`config.mk`:
```
export PLATFORM = sky130hd
export DESIGN_NAME = wr_burst_packer
export DESIGN_NICKNAME = d
export VERILOG_FILES = /design/src/rtl/wr_burst_packer.sv
export SDC_FILE = /design/constraint.sdc
export NUM_CORES = 2
export LEC_CHECK = 0
export BUFFER_PORTS_ARGS = -buffer_cell sky130_fd_sc_hd__clkbuf_2
export CAP_MARGIN = 20
export CORE_UTILIZATION = 60
export CTS_BUF_LIST = sky130_fd_sc_hd__clkbuf_4 sky130_fd_sc_hd__clkbuf_8 sky130_fd_sc_hd__clkbuf_16
export DETAILED_ROUTE_END_ITERATION = 10
export PLACE_DENSITY_LB_ADDON = 0.2
export RECOVER_POWER = 50
export SLEW_MARGIN = 10
export SYNTH_ARGS = -nofsm -noshare
export SYNTH_HDL_FRONTEND = slang
export SYNTH_SLANG_ARGS = --single-unit
export TNS_END_PERCENT = 5
```
`constraint.sdc`:
```
create_clock -name clk -period 11 [get_ports clk]
set_input_delay 1.1 -clock clk [delete_from_list [all_inputs] [get_ports clk]]
set_output_delay 1.1 -clock clk [all_outputs]
set_load 0.005 [all_outputs]
```
`src/rtl/wr_burst_packer.sv`:
```
// Packs narrow input elements into SPI_WIDTH words and replays them downstream
// as fixed BURST_LEN write bursts, zero-padding bursts closed early by flush.
module wr_burst_packer #(
    parameter int SPI_WIDTH = 32,
    parameter int IN_WIDTH  = 8,
    parameter int BURST_LEN = 64
) (
    input  logic                 clk,
    input  logic                 reset,
    input  logic                 in_valid,
    output logic                 in_ready,
    input  logic [IN_WIDTH-1:0]  in_data,
    input  logic                 flush,
    input  logic [3:0]           cmd,
    input  logic                 config_ready,
    output logic                 config_paulse,
    output logic [3:0]           config_data,
    input  logic                 wr_ready,
    output logic                 wr_req,
    output logic [SPI_WIDTH-1:0] wr_data,
    output logic                 busy
);

    localparam int N  = SPI_WIDTH / IN_WIDTH;
    localparam int CW = $clog2(BURST_LEN) + 1;
    localparam int AW = (BURST_LEN > 1) ? $clog2(BURST_LEN) : 1;
    localparam int SW = (N > 1) ? $clog2(N) : 1;

    typedef enum logic [2:0] {
        IDLE,
        START,
        SEND,
        PAD,
        DONE
    } state_t;

    state_t r_state;
    state_t w_next;

    logic [SPI_WIDTH-1:0] r_mem [BURST_LEN];
    logic [AW-1:0]        r_wptr;
    logic [AW-1:0]        r_rptr;
    logic [CW-1:0]        r_count;
    logic                 w_full;
    logic                 w_empty;
    logic                 w_push;
    logic                 w_pop;
    logic [SPI_WIDTH-1:0] w_push_data;
    logic [SPI_WIDTH-1:0] w_head;

    logic [SPI_WIDTH-1:0] r_pack;
    logic [SPI_WIDTH-1:0] w_merged;
    logic [SW-1:0]        r_slot;
    logic                 r_fpad;
    logic                 r_pending;
    logic [CW-1:0]        r_sent;
    logic [CW-1:0]        r_burst_words;
    logic [3:0]           r_cfg;
    logic                 w_accept;
    logic                 w_last_slot;
    logic                 w_has_data;
    logic                 w_xfer;

    assign w_full      = (r_count == CW'(BURST_LEN));
    assign w_empty     = (r_count == '0);
    assign w_last_slot = (r_slot == SW'(N - 1));
    assign in_ready    = ~(w_last_slot && w_full) && ~r_fpad;
    assign w_accept    = in_valid && in_ready;
    assign w_has_data  = w_accept || (r_slot != '0);
    assign w_head      = r_mem[r_rptr];
    assign w_xfer      = wr_req && wr_ready;
    assign w_pop       = w_xfer && (r_state == SEND);
    assign config_data = r_cfg;
    assign busy        = (r_state != IDLE);

    // First element of a word lands in the MSB slot
    always_comb begin
        w_merged = r_pack;
        for (int k = 0; k < N; k++) begin
            if (w_accept && (r_slot == SW'(k))) begin
                w_merged[(N-1-k)*IN_WIDTH +: IN_WIDTH] = in_data;
            end
        end
    end

    always_comb begin
        w_push      = 1'b0;
        w_push_data = w_merged;
        if (r_fpad) begin
            w_push      = ~w_full;
            w_push_data = r_pack;
        end else if (w_accept && w_last_slot) begin
            w_push = 1'b1;
        end else if (flush && w_has_data) begin
            w_push = ~w_full;
        end
    end

    // A flushed partial word that finds the buffer full parks here (r_fpad)
    always_ff @(posedge clk) begin
        if (reset) begin
            r_pack <= '0;
            r_slot <= '0;
            r_fpad <= 1'b0;
        end else if (r_fpad) begin
            if (~w_full) begin
                r_fpad <= 1'b0;
                r_pack <= '0;
            end
        end else if (w_accept && w_last_slot) begin
            r_pack <= '0;
            r_slot <= '0;
        end else if (flush && w_has_data) begin
            r_slot <= '0;
            if (w_full) begin
                r_pack <= w_merged;
                r_fpad <= 1'b1;
            end else begin
                r_pack <= '0;
            end
        end else if (w_accept) begin
            r_pack <= w_merged;
            r_slot <= r_slot + SW'(1);
        end
    end

    always_ff @(posedge clk) begin
        if (w_push) begin
            r_mem[r_wptr] <= w_push_data;
        end
    end

    always_ff @(posedge clk) begin
        if (reset) begin
            r_wptr  <= '0;
            r_rptr  <= '0;
            r_count <= '0;
        end else begin
            if (w_push) begin
                r_wptr <= (r_wptr == AW'(BURST_LEN - 1)) ? '0 : r_wptr + AW'(1);
            end
            if (w_pop) begin
                r_rptr <= (r_rptr == AW'(BURST_LEN - 1)) ? '0 : r_rptr + AW'(1);
            end
            if (w_push && ~w_pop) begin
                r_count <= r_count + CW'(1);
            end else if (w_pop && ~w_push) begin
                r_count <= r_count - CW'(1);
            end
        end
    end

    always_ff @(posedge clk) begin
        if (reset) begin
            r_pending <= 1'b0;
        end else if (flush && ((r_state != IDLE) || w_has_data ||
                               ~w_empty || r_fpad)) begin
            r_pending <= 1'b1;
        end else if (r_state == START) begin
            r_pending <= 1'b0;
        end else if ((r_state == IDLE) && w_empty &&
                     (r_slot == '0) && ~r_fpad) begin
            r_pending <= 1'b0;
        end
    end

    always_ff @(posedge clk) begin
        if (reset) begin
            r_state       <= IDLE;
            r_sent        <= '0;
            r_burst_words <= '0;
            r_cfg         <= '0;
        end else begin
            r_state <= w_next;
            if (r_state == START) begin
                r_sent        <= '0;
                r_burst_words <= r_count;
                r_cfg         <= cmd;
            end else if (w_xfer) begin
                r_sent <= r_sent + CW'(1);
            end
        end
    end

    always_comb begin
        w_next        = r_state;
        config_paulse = 1'b0;
        wr_req        = 1'b0;
        wr_data       = '0;
        unique case (r_state)
            IDLE: begin
                if (config_ready && (w_full || (r_pending && ~w_empty))) begin
                    w_next = START;
                end
            end
            START: begin
                config_paulse = 1'b1;
                w_next        = SEND;
            end
            SEND: begin
                if (r_sent == r_burst_words) begin
                    w_next = (r_burst_words == CW'(BURST_LEN)) ? DONE : PAD;
                end else if (~w_empty) begin
                    wr_req  = 1'b1;
                    wr_data = w_head;
                end
            end
            PAD: begin
                if (r_sent == CW'(BURST_LEN)) begin
                    w_next = DONE;
                end else begin
                    wr_req = 1'b1;
                end
            end
            DONE: begin
                if (config_ready) begin
                    w_next = IDLE;
                end
            end
            default: w_next = IDLE;
        endcase
    end

endmodule

```
==> results.sh <==
export IMPL_via_count=41570
export IMPL_syn_mean_instance_area_um2=21.0
export IMPL_synth_seq_area_share_pct=77.0
export IMPL_crit_chain="nor4_4 > a41oi_1 > and2_0 > clkbuf_1 > o21ai_0 > clkbuf_1"
export IMPL_ys_top_cells_by_count="2048 x edfxtp_1, 464 x mux4_2, 171 x a22oi_1"
export IMPL_num_rows=135
export IMPL_ys_warn_count=0
export IMPL_crit_top_cell="clkbuf_1"
export IMPL_netlist_instances=3909
export IMPL_path_class="reg2reg"
export IMPL_worst_path_buf_inv=2
export IMPL_worst_hold_path_type="reg2reg"
export IMPL_leakage_nw=27.0
export IMPL_syn_to_final_growth_pct=11.3
export IMPL_setup_viol_count_final=0
export IMPL_place_area_um2=85200
export IMPL_ys_types=70
export IMPL_synthFlopType="edfxtp_1"
export IMPL_synth_compound_area_share_pct=3.83
export IMPL_highest_layer="met4"
export IMPL_reg2reg_from="r_count[4]$_SDFFE_PP0P_"
export IMPL_post_drt_wl_per_cell_um=34.0
export IMPL_clk_latency_ns=0.83
export IMPL_critPathCaptureType="flop"
export IMPL_grt_overflow_total=0
export IMPL_synth_top_family_by_area="multiplexers"
export IMPL_r2r_cells=6
export IMPL_drv_slew=2007
export IMPL_p_total_mw=16.0
export IMPL_slowest_stage="o21ai_0"
export IMPL_ys_ff_latch=2130
export IMPL_relSlewSlack_pct=-179
export IMPL_cts_tree="done"
export IMPL_start_util_pct=60.5
export IMPL_drive_gt1_share_pct=24.6
export IMPL_endpoint="r_mem[18][21]$_DFFE_PP_"
export IMPL_tightest_slew_ns=4.14
export IMPL_synthMostInstantiatedCell="edfxtp_1"
export IMPL_worst_clock_skew_ns=0.0233
export IMPL_dr_wl_met3_um=21800
export IMPL_htreeDepth=4
export IMPL_grt_pass1_wl_um=291000
export IMPL_grt_use_total_pct=30.1
export IMPL_cts_buffers=200
export IMPL_cpPeakStageDelay_ns=3.20
export IMPL_synth_mux_area_fraction_pct=14.8
export IMPL_hold_viol_final=0
export IMPL_cts_hold_buf=0
export IMPL_drv_cap=41
export IMPL_cp_start_kind="flop"
export IMPL_coreArea_um2=136000
export IMPL_r2r_end="r_mem[18][21]$_DFFE_PP_"
export IMPL_fin_crit_sh_pct=62.0
export IMPL_rsz0062_at_grt="false"
export IMPL_yosysTopAreaCell="edfxtp_1"
export IMPL_grt_max_degree=129
export IMPL_synth_edf_count=2048
export IMPL_wirelength_um=205000
export IMPL_die_w_um=372
export IMPL_synthAdderAreaFrac_pct=0.253
export IMPL_path_clk_slew_ns=0.06
export IMPL_cts_root_buf="clkbuf_16"
export IMPL_synth_top_area_share_pct=75.0
export IMPL_cts_sinks=2130
export IMPL_die_y_um=372
export IMPL_wl_met2_um=96400
export IMPL_ioPinCount=58
export IMPL_tns_ns=0
export IMPL_layout_cells_non_filler=6032
export IMPL_arrival_ns=7.20
export IMPL_fin_area_um2=91300
export IMPL_grt_antenna_before_repair=6
export IMPL_worst_path_stages=6
export IMPL_max_freq_mhz=147
export IMPL_worstPathRequired_ns=11.37
export IMPL_drtPass1Iterations=6
export IMPL_ff2ff_setup_slack_ns=4.18
export IMPL_ys_async_sr_fraction_pct=0
export IMPL_vdd_ir_drop_max_v=0.000164
export IMPL_final_nets=4116
export IMPL_path_max_fanout=33
export IMPL_antenna_cells=0
export IMPL_synth_simple_gate_area_share_pct=2.29
export IMPL_startpoint="r_count[4]$_SDFFE_PP0P_"
export IMPL_syn_area_um2=82000
export IMPL_syn_num_nets=3943
export IMPL_dpl_hpwl_um=108000
export IMPL_port_buffers=57
export IMPL_antenna_left=0
export IMPL_yosys_area_share_xor_xnor_pct=0.160
export IMPL_crit_family="compound AO/OA/AOI/OAI gates"
export IMPL_drc=0
export IMPL_status="complete, but fails checks"
export IMPL_numPlacedInstances=5661
export IMPL_grt_pass1_vias=40624
export IMPL_fp_dieArea_um2=138000
export IMPL_min_period_ns=6.82
export IMPL_wl_met1_um=79000
export IMPL_post_cts_resized=0
export IMPL_drt_iter0_drc=6483
export IMPL_gp_congestion=0.805
export IMPL_failed_checks="max-capacitance violations, max-slew violations"
export IMPL_clock_path_buffers=3
export IMPL_power_per_cell_area_nw_per_um2=176
export IMPL_avgViaCountPerCell=6.89
export IMPL_synthTopCellsByArea="edfxtp_1 75%, mux4_2 13%, dfxtp_1 2.0%"
export IMPL_postCtsSetupBuffers=0
## layer usage
layer,global-route usage [%],up-vias
li1,-,16716
met1,44.0,21871
met2,46.2,2624
met3,5.59,359
met4,11.2,0
met5,0,-
## tightest hold or removal path, cell delays in order (launching register included)
cell and delay, ns:
dfxtp_1 0.31, nand2_1 0.05, a21oi_1 0.05
## metrics by stage
stage | setup WS, ns | utilization, % | hold WS [ns]
global placement | 5.56 | 62.8 | 0.437
detailed placement | 5.58 | 62.8 | 0.441
CTS | 4.72 | 67.5 | 0.447
floorplan | 5.54 | - | 0.426
global route | 3.88 | 67.3 | 0.478
finish | 4.18 | 67.3 | 0.456
## where the power goes
part	switching, mW	internal (mW)
Sequential	0.0359	8.89
Clock	2.92	3.78
Combinational	0.287	0.117
## worst min-delay path by stage
| stage | from | end | slack, ns | cells after the start |
|---|---|---|---|---|
| final | config_data[0]$_SDFFE_PP0P_ | config_data[0]$_SDFFE_PP0P_ | 0.46 | 2 |
| after CTS | cmd[1] | config_data[1]$_SDFFE_PP0P_ | 0.45 | 3 |
| after global placement | r_pack[1]$_SDFFE_PP0P_ | r_pack[1]$_SDFFE_PP0P_ | 0.44 | 1 |
| after detailed placement | r_pack[1]$_SDFFE_PP0P_ | r_pack[1]$_SDFFE_PP0P_ | 0.44 | 1 |
| after floorplan | r_pack[0]$_SDFFE_PP0P_ | r_pack[0]$_SDFFE_PP0P_ | 0.43 | 1 |
| after global routing | r_pack[9]$_SDFFE_PP0P_ | r_pack[9]$_SDFFE_PP0P_ | 0.48 | 2 |
## state kept, by name (all words and copies together), names as in the netlist, named ones only
name / cells
r_pending: 1
config_data: 4
r_sent: 7
r_fpad: 1
r_pack: 32
r_burst_words: 7
r_wptr: 6
r_count: 7
r_state: 3
r_rptr: 6
r_mem: 2048
r_slot: 2
## placed cells by master, fill, tap and decap left out, drive strengths merged, types with 5 or more instances in the layout
cell         n
a22o        19
edfxtp    2048
nand2      161
nand2b       7
clkbuf     330
dfxtp       82
ha          15
xor2        12
clkinv     115
mux4       464
a21oi       31
nor2        82
o22ai      109
o21ai       59
or3         22
buf         99
clkinvlp     5
a211oi       7
o41ai        7
mux2        14
inv         46
and2        15
o31ai        5
o21a         7
nand3       19
nand3b       6
or2          8
nor4         8
nor2b       10
a311oi       5
a21o         5
nand4        5
a22oi      171
or4          5
bufinv      13
nor3        35
mux2i      152
## layout make-up
| cell class | instances | area [µm²] |
|---|---|---|
| Inverter | 43 | 161 |
| Clock inverter | 136 | 1010 |
| Multi-Input combinational cell | 1513 | 18100 |
| Fill cell | 8479 | 44300 |
| Sequential cell | 2130 | 63200 |
| Timing Repair Buffer | 194 | 1240 |
| Clock buffer | 235 | 5370 |
| Tap cell | 1781 | 2230 |
## cell families (layout without fill, tap and decap cells)
group                    after synthesis  after routing
AO/OA/AOI/OAI                        454            454
XOR/XNOR                              15             15
adder cells (fa/ha/maj)               16             16
buffers and inverters                266            608
flip-flops                          2130           2130
multiplexers                         630            630
AND/OR/NAND/NOR                      398            398
Note: power is estimated with default switching activity, not from simulation.
